File: config.mk
export PLATFORM = sky130hd
export DESIGN_NAME = operand_fetch
export DESIGN_NICKNAME = d
export VERILOG_FILES = /design/src/rtl/pdp11_pkg.sv /design/src/rtl/operand_fetch.sv
export SDC_FILE = /design/constraint.sdc
export NUM_CORES = 1
export LEC_CHECK = 0
export CAP_MARGIN = 20
export CORE_MARGIN = 8
export CORE_UTILIZATION = 57
export DETAILED_ROUTE_END_ITERATION = 7
export GPL_TIMING_DRIVEN = 0
export PLACE_DENSITY = 0.93
export SLEW_MARGIN = 10
export SYNTH_ARGS = -nofsm -noshare
export SYNTH_HDL_FRONTEND = slang
export SYNTH_SLANG_ARGS = --single-unit
File: constraint.sdc
create_clock -name clk -period 7.5 [get_ports clk]
set_input_delay 1.5 -clock clk [delete_from_list [all_inputs] [get_ports clk]]
set_output_delay 1.5 -clock clk [all_outputs]
set_load 0.05 [all_outputs]
File: src/rtl/pdp11_pkg.sv
// Shared PDP-11 definitions: addressing modes, special registers and the
// operand-fetch sequencer state encoding.
package pdp11_pkg;

    // Addressing modes, spec[5:3]
    localparam logic [2:0] MODE_REG         = 3'd0;
    localparam logic [2:0] MODE_REG_DEF     = 3'd1;
    localparam logic [2:0] MODE_AUTOINC     = 3'd2;
    localparam logic [2:0] MODE_AUTOINC_DEF = 3'd3;
    localparam logic [2:0] MODE_AUTODEC     = 3'd4;
    localparam logic [2:0] MODE_AUTODEC_DEF = 3'd5;
    localparam logic [2:0] MODE_IDX         = 3'd6;
    localparam logic [2:0] MODE_IDX_DEF     = 3'd7;

    // Registers that never use a byte-sized step
    localparam logic [2:0] REG_SP = 3'd6;
    localparam logic [2:0] REG_PC = 3'd7;

    typedef enum logic [2:0] {
        ST_IDLE,
        ST_IDX,
        ST_REG,
        ST_PTR,
        ST_DATA,
        ST_DONE
    } of_state_t;

endpackage

File: src/rtl/operand_fetch.sv
// PDP-11 addressing-mode sequencer: walks an operand specifier through index
// fetch, register update, pointer fetch and data fetch, driving the register
// file and a request/acknowledge memory port, and hands EA and operand to
// the execute stage.
module operand_fetch
    import pdp11_pkg::*;
#(
    parameter int AW = 16
) (
    input  logic          clk,
    input  logic          reset,
    input  logic          start,
    input  logic [5:0]    spec,
    input  logic          byte_op,
    input  logic          fetch,
    output logic [2:0]    rf_sela,
    output logic [2:0]    rf_selb,
    output logic          rf_we,
    output logic [AW-1:0] rf_w,
    input  logic [AW-1:0] rf_a,
    output logic          mem_req,
    output logic [AW-1:0] mem_addr,
    input  logic          mem_ack,
    input  logic [AW-1:0] mem_rdata,
    output logic          busy,
    output logic          done,
    output logic [AW-1:0] ea,
    output logic          ea_valid,
    output logic [AW-1:0] operand,
    output logic          odd_err
);

    of_state_t     state_q, state_d;
    logic [2:0]    mode_q, mode_d;
    logic [2:0]    rn_q, rn_d;
    logic          byte_q, byte_d;
    logic          fetch_q, fetch_d;
    logic [AW-1:0] x_q, x_d;
    logic [AW-1:0] tmp_q, tmp_d;
    logic [AW-1:0] ea_q, ea_d;
    logic          ea_valid_q, ea_valid_d;
    logic [AW-1:0] operand_q, operand_d;
    logic [AW-1:0] step;

    // Byte autoinc/autodec moves by 1, except on SP/PC which stay word aligned
    always_comb begin
        step = AW'(2);
        if (byte_q && (rn_q < REG_SP) &&
            (mode_q == MODE_AUTOINC || mode_q == MODE_AUTODEC))
            step = AW'(1);
    end

    // Sequencer: next state, register-file and memory-port controls
    always_comb begin
        // NOTE: every output of this block gets a default first so no path can infer a latch.
        state_d    = state_q;
        mode_d     = mode_q;
        rn_d       = rn_q;
        byte_d     = byte_q;
        fetch_d    = fetch_q;
        x_d        = x_q;
        tmp_d      = tmp_q;
        ea_d       = ea_q;
        ea_valid_d = ea_valid_q;
        operand_d  = operand_q;
        rf_sela    = rn_q;
        rf_selb    = rn_q;
        rf_we      = 1'b0;
        rf_w       = '0;
        mem_req    = 1'b0;
        mem_addr   = tmp_q;
        odd_err    = 1'b0;

        unique case (state_q)
            ST_IDLE: begin
                if (start) begin
                    mode_d  = spec[5:3];
                    rn_d    = spec[2:0];
                    byte_d  = byte_op;
                    fetch_d = fetch;
                    state_d = (spec[5:3] == MODE_IDX || spec[5:3] == MODE_IDX_DEF)
                              ? ST_IDX : ST_REG;
                end
            end

            ST_IDX: begin
                rf_sela  = REG_PC;
                mem_req  = 1'b1;
                mem_addr = rf_a;
                if (mem_ack) begin
                    x_d     = mem_rdata;
                    rf_selb = REG_PC;
                    rf_we   = 1'b1;
                    rf_w    = rf_a + AW'(2);
                    state_d = ST_REG;
                end
            end

            ST_REG: begin
                unique case (mode_q)
                    MODE_REG, MODE_REG_DEF: tmp_d = rf_a;
                    MODE_AUTOINC, MODE_AUTOINC_DEF: begin
                        tmp_d = rf_a;
                        rf_we = 1'b1;
                        rf_w  = rf_a + step;
                    end
                    MODE_AUTODEC, MODE_AUTODEC_DEF: begin
                        tmp_d = rf_a - step;
                        rf_we = 1'b1;
                        rf_w  = rf_a - step;
                    end
                    default: tmp_d = rf_a + x_q;
                endcase

                if (mode_q == MODE_AUTOINC_DEF || mode_q == MODE_AUTODEC_DEF ||
                    mode_q == MODE_IDX_DEF) begin
                    state_d = ST_PTR;
                end else if (mode_q == MODE_REG) begin
                    operand_d = byte_q ? {{(AW-8){1'b0}}, rf_a[7:0]} : rf_a;
                    state_d   = ST_DONE;
                end else begin
                    state_d = fetch_q ? ST_DATA : ST_DONE;
                end
            end

            ST_PTR: begin
                if (tmp_q[0]) begin
                    odd_err = 1'b1;
                    state_d = ST_IDLE;
                end else begin
                    mem_req  = 1'b1;
                    mem_addr = tmp_q;
                    if (mem_ack) begin
                        tmp_d   = mem_rdata;
                        state_d = fetch_q ? ST_DATA : ST_DONE;
                    end
                end
            end

            ST_DATA: begin
                if (!byte_q && tmp_q[0]) begin
                    odd_err = 1'b1;
                    state_d = ST_IDLE;
                end else begin
                    mem_req  = 1'b1;
                    mem_addr = {tmp_q[AW-1:1], 1'b0};
                    if (mem_ack) begin
                        if (byte_q)
                            operand_d = {{(AW-8){1'b0}},
                                         tmp_q[0] ? mem_rdata[15:8] : mem_rdata[7:0]};
                        else
                            operand_d = mem_rdata;
                        state_d = ST_DONE;
                    end
                end
            end

            ST_DONE: state_d = ST_IDLE;

            default: state_d = ST_IDLE;
        endcase

        // EA is captured on entry to DONE so it is valid alongside done
        if (state_d == ST_DONE && state_q != ST_DONE) begin
            ea_d       = tmp_d;
            ea_valid_d = (mode_q != MODE_REG);
        end
    end

    // State and datapath registers
    always_ff @(posedge clk) begin
        // NOTE: sequential state uses non-blocking assignments so every flop samples pre-edge values.
        if (reset) begin
            state_q    <= ST_IDLE;
            ea_q       <= '0;
            ea_valid_q <= 1'b0;
            operand_q  <= '0;
        end else begin
            state_q    <= state_d;
            ea_q       <= ea_d;
            ea_valid_q <= ea_valid_d;
            operand_q  <= operand_d;
        end
        // NOTE: these are only read after being loaded in the same sequence, so they carry no reset.
        mode_q  <= mode_d;
        rn_q    <= rn_d;
        byte_q  <= byte_d;
        fetch_q <= fetch_d;
        x_q     <= x_d;
        tmp_q   <= tmp_d;
    end

    assign busy     = (state_q != ST_IDLE);
    assign done     = (state_q == ST_DONE);
    assign ea       = ea_q;
    assign ea_valid = ea_valid_q;
    assign operand  = operand_q;

endmodule

**Word-level counts from Yosys, hierarchy flattened**

Cells that the tools add are included.

- Add/sub/neg operators: 4
- $lt $le $gt $ge: 1
- Eq/ne operators: 19
- Multiplexer cells: 41
- Reductions and logical operators: 21

Operators with widths:

| cell | number |
|---|---|
| 16-bit case mux with 2 select lines | 6 |
| 16-bit two-way mux | 9 |
| 16-bit adder | 2 |
| 3-bit two-way mux | 10 |
| 3-bit equality test, second input constant | 8 |
| 16-bit by 2-bit adder with 16-bit output, second input constant | 1 |
| 16-bit subtractor | 1 |
| 3-bit case mux with 5 select lines | 1 |
| 3-bit by 2-bit equality test with 1-bit output, second input constant | 4 |
| 1-bit two-way mux | 9 |
| 8-bit two-way mux | 1 |
| 2-bit inequality test, second input constant | 4 |
| 4-bit OR reduction | 2 |
| 3-bit by 1-bit equality test with 1-bit output, second input constant | 2 |
| 3-bit logical NOT | 2 |
| 3-bit nonzero test | 2 |
| 5-bit AND reduction | 1 |
| 1-bit logical AND | 4 |
| 1-bit logical OR | 4 |
| 2-bit two-way mux | 2 |
| 1-bit case mux with 2 select lines | 2 |
| 2-bit AND reduction | 2 |
| 2-bit OR reduction | 2 |
| 3-bit < comparator, second input constant | 1 |
| other kinds (4) | 4 |

- Register bits after elaboration: 76
- Bits of input ports: 44

**Logic depth before layout (Yosys ltp)**

- Depth in word-level cells: 7
- Depth in mapped cells: 13
- Gate-level depth less buffers: 12

**Worst setup path before layout**

Ideal clock, no wire load.

- Path kind: in2out
- From: input port rf_a[1]
- To: output port rf_w[13]
- Arrival time: 3906 ps
- Data required time: 6000 ps
- Setup slack: 2094 ps
- Stages on the path: 6
- Path through: ha_1 o21ba_2 and3_1 nand4b_1 o221a_2 o32ai_1

- Longest elaborated chain between the ends: 3
- Elaborated cells on any way between the ends: 6
- Those cells by class: 3 x add/sub; 3 x mux

Ends and longest elaborated chain:

| item | RTL line | text |
|---|---|---|
| start, declared | operand_fetch.sv:20 | `input logic [AW-1:0] rf_a,` |
| 16-bit subtractor (tied with other cells) | operand_fetch.sv:110 | `rf_w = rf_a - step;` |
| 16-bit case mux with 2 select lines or 16-bit two-way mux (tied branches) | operand_fetch.sv:100, operand_fetch.sv:90 |  |
| 16-bit case mux with 2 select lines (*) | operand_fetch.sv:74 | `unique case (state_q)` |
| end, declared | operand_fetch.sv:19 | `output logic [AW-1:0] rf_w,` |

Every way passes the cells marked *; elsewhere a longest branch is shown, timed or not.

**Worst setup path in the final report**

- From: input port mem_ack
- To: output port rf_w[9]

- Longest elaborated chain between the ends: 2

Ends and longest elaborated chain:

| item | RTL line | text |
|---|---|---|
| start, declared | operand_fetch.sv:23 | `input logic mem_ack,` |
| 16-bit two-way mux | operand_fetch.sv:90 | `if (mem_ack) begin` |
| 16-bit case mux with 2 select lines | operand_fetch.sv:74 |  |

Every way passes these cells.

==> results.txt <==
----------------------------------------------------
[Outcome]
  Outcome ... finished with violations
  Failing checks ... DRC

[Route]
  Overall routed net length ... 23900 µm
  Overall via count from detail_route ... approximately 7000
  Remaining DRCs ... 3
  First-iteration detailed-routing DRC count ... 1468
  Post-DRT Antenna Nets ... 0
  First-pass DRT Iterations ... 8
  Detailed-route vias per instance ... 7.06
  Mean routed wirelength per cell ... 23.5 µm

[STA]
  Number of setup violations in the final report ... 0
  Final number of max-transition violations ... 0
  Minimum clock period after layout ... 6620 ps
  Sum Neg Setup Slack ... 0 ps
  Period utilization ... just under 90%
  Unrepaired setup endpoints after global routing ... false
  Slew at the pin closest to its max-slew limit ... 987 ps
  Final Skew ... 5.96 ps
  Relative slew margins ... about 34%
  Number of endpoints with negative hold slack in the final report ... 0
  Maximum operating frequency ... 151 MHz

[Synthesis]
  Gate Count Post-Synth ... roughly 750
  Synthesized flop and latch total ... 76
  Number of enable-type register cells in the synthesized netlist ... 24
  Avg Cell Area, Syn ... 8.17 µm²
  Count of warnings emitted by yosys ... 0
  Sequential element share of the synthesized area ... 28.9%
  Ys async rst share ... 0%
  Net count after synthesis ... 817
  Post-synthesis cell area ... around 6000 µm²
  Most frequently used flop master after synthesis ... sky130_fd_sc_hd__dfxtp_1
  Number of distinct library cells after synthesis ... between 80 and 90

[Cells and area]
  Most common library cell in the layout ignoring fill and taps ... sky130_fd_sc_hd__clkdlybuf4s50_1
  Number of inserted filler cells in the final layout ... just under 800
  Non-filler cells in the finished layout ... 1016
  Antenna Diode Count ... 0
  Sequential cell area ... 1760 µm²
  Layout cells sized above 1 ... 8.18%
  Commonest cells after routing, fill and taps aside ... 117 x sky130_fd_sc_hd__clkdlybuf4s50_1, 70 x sky130_fd_sc_hd__nand2_1, 55 x sky130_fd_sc_hd__nor2_1, 52 x sky130_fd_sc_hd__dfxtp_1, 47 x sky130_fd_sc_hd__a21oi_1
  Relative area change from synthesis to final layout ... 25.1%
  Number of nets in the layout ... 946
  Total area of multi-input combinational cells ... a little over 4000 µm²

[Global route]
  Via count of the first global-routing pass ... 6720
  First-pass GRT wire length ... between 30000 and 40000 µm
  Initial antenna violation count ... 0
  Pin count of the biggest net entering global routing ... 20
  Total track usage ... 32.5%
  GRT overflow ... 0

[Clock tree]
  CTS buffer count ... 9
  Count of hold-fix buffers inserted at cts ... 0
  Worst-path clk slew ... roughly 80 ps
  Number of buffers added for setup after CTS ... 0
  Root buffer selected by CTS ... sky130_fd_sc_hd__clkbuf_8
  Post-CTS Resized ... 0
  Maximum clock insertion buffer count ... 2
  Clock sink total ... 76
  Number of levels in the clock H-tree ... 3
  Source-to-sink clock delay at the later pin of the worst-skew pair ... 370 ps
  CTS tree ... built

[Floorplan]
  IO Pins ... 120
  Chip Height ... between 100 and 150 µm
  Standard-cell row count ... 37
  Die width ... between 100 and 150 µm
  Area of the die ... around 14000 µm²
  Effective utilization at floorplan ... 58.8%
  Placeable core area ... 10400 µm²

[Placement]
  Half-perimeter wire length after placement ... 17500 µm
  IO buf count ... 117
  Number of cells in the design after placement ... 1000
  Final estimated routing congestion in global placement ... slightly above 1

[Setup path]
  Critical path fanouts, max ... 19
  Arrival time of data at the critical path endpoint ... 5120 ps
  Worst setup path category ... in2out
  Data required time at the worst endpoint ... 6000 ps
  Startpoint types ... input port
  Setup crit end kind ... output pin

[Run]
  Max-cap violations ... 0

[Power]
  Total leakage power ... about 2.7 nW
  Pwr Total ... roughly 0.002 W
  Maximum VDD drop ... 0.218 mV
  Power density over the cells ... 264 nW/µm²

[Hold path]
  Worst Hold Class ... reg2reg

----------------------------------------------------
==> routing by layer <==
layer | vias to the layer above | share of wire, % | wire length [µm] | global-route usage, %
met4 | 0 | 6.2 | 1490 | 15.7
li1 | 3078 | - | - | -
met2 | 673 | 44 | 10500 | 50.9
met3 | 153 | 14 | 3430 | 10.0
met1 | 3264 | 36 | 8470 | 40.0
met5 | - | 0 | 0 | 0
==> per-stage QoR <==
step,area (µm²),worst slack (ps),hold slack [ps],util [%]
3_5_place_dp,7450,1040,448,71.9
2_1_floorplan,6100,2090,465,-
3_3_place_gp,7440,1080,443,71.7
4_1_cts,7630,1020,465,73.6
6_report,7630,876,464,73.6
5_1_grt,7630,770,492,73.6
==> logic make-up after synthesis <==
family	count (synthesis)	share of synthesized area, %
flops	76	28.9
buf+inv	79	5.27
xor+xnor	27	3.88
mux	30	5.23
compound gates	242	28.4
fa+ha+maj	27	5.91
simple gates	265	22.4
==> sequential cells by signal (all words and copies together) (netlist names) <==
name / count
ea: 16
operand: 16
tmp_q: 16
x_q: 16
mode_q: 3
rn_q: 3
state_q: 3
byte_q: 1
ea_valid: 1
fetch_q: 1
==> where the power goes <==
group,internal (W),switching [W]
logic,0.000402,0.000758
registers,0.000501,0.0000580
clock network,0.000131,0.000166
==> Yosys cell counts, types with 4 or more instances <==
library cell | n | area share (%)
sky130_fd_sc_hd__xnor2_1 | 15 | 2.2
sky130_fd_sc_hd__nor3_1 | 30 | 2.5
sky130_fd_sc_hd__o32ai_1 | 6 | 0.86
sky130_fd_sc_hd__nand4_1 | 13 | 1.3
sky130_fd_sc_hd__xor2_1 | 12 | 1.7
sky130_fd_sc_hd__a22oi_1 | 10 | 1.2
sky130_fd_sc_hd__nand2_1 | 70 | 4.3
sky130_fd_sc_hd__nor3b_1 | 4 | 0.49
sky130_fd_sc_hd__a31oi_1 | 9 | 0.92
sky130_fd_sc_hd__nand2b_1 | 10 | 1.0
sky130_fd_sc_hd__edfxtp_1 | 24 | 12
sky130_fd_sc_hd__o21ai_0 | 43 | 3.5
sky130_fd_sc_hd__o22ai_1 | 17 | 1.7
sky130_fd_sc_hd__o21a_1 | 5 | 0.62
sky130_fd_sc_hd__nor2b_1 | 5 | 0.51
sky130_fd_sc_hd__o211ai_1 | 17 | 2.1
sky130_fd_sc_hd__clkbuf_1 | 43 | 2.6
sky130_fd_sc_hd__and2_1 | 4 | 0.41
sky130_fd_sc_hd__a211o_1 | 4 | 0.57
sky130_fd_sc_hd__inv_1 | 20 | 1.2
sky130_fd_sc_hd__a221oi_1 | 10 | 1.4
sky130_fd_sc_hd__dfxtp_1 | 52 | 17
sky130_fd_sc_hd__mux2i_1 | 15 | 2.5
sky130_fd_sc_hd__ha_1 | 24 | 4.9
sky130_fd_sc_hd__a211oi_1 | 9 | 1.1
sky130_fd_sc_hd__buf_1 | 5 | 0.31
sky130_fd_sc_hd__or3_1 | 5 | 0.51
sky130_fd_sc_hd__buf_2 | 8 | 0.66
sky130_fd_sc_hd__a22o_1 | 9 | 1.3
sky130_fd_sc_hd__and3_1 | 6 | 0.62
sky130_fd_sc_hd__mux2_2 | 15 | 2.8
sky130_fd_sc_hd__nor2_1 | 55 | 3.4
sky130_fd_sc_hd__a21o_1 | 10 | 1.2
sky130_fd_sc_hd__nand3_1 | 32 | 2.6
sky130_fd_sc_hd__a21oi_1 | 47 | 3.9
sky130_fd_sc_hd__a311oi_1 | 8 | 1.1
==> layout make-up <==
cell class | count | share of cell area, %
Multi-Input combinational cell | 591 | 52.7
Sequential cell | 76 | 23.1
Timing Repair Buffer | 118 | 15.5
Buffer | 58 | 3.18
Tap cell | 136 | 2.23
Clock buffer | 11 | 1.85
Inverter | 21 | 1.03
Clock inverter | 5 | 0.459
==> worst max-delay path, cell delays in order <==
cell                              delay [ps]
sky130_fd_sc_hd__clkdlybuf4s50_1         550
sky130_fd_sc_hd__clkbuf_1                420
sky130_fd_sc_hd__nand2_1                 480
sky130_fd_sc_hd__inv_1                   880
sky130_fd_sc_hd__o21ai_0                 240
sky130_fd_sc_hd__o22ai_1                 180
sky130_fd_sc_hd__clkdlybuf4s50_1         830
==> final timing paths <==
path	to	from	cells after the start	slack (ps)
min	operand[6]	operand[6]	2	460
max	rf_w[9]	mem_ack	7	880
min reg2reg	operand[6]	operand[6]	2	460
max reg2reg	ea[14]	mode_q[2]	12	3340
(Power assumes the default switching activity.)
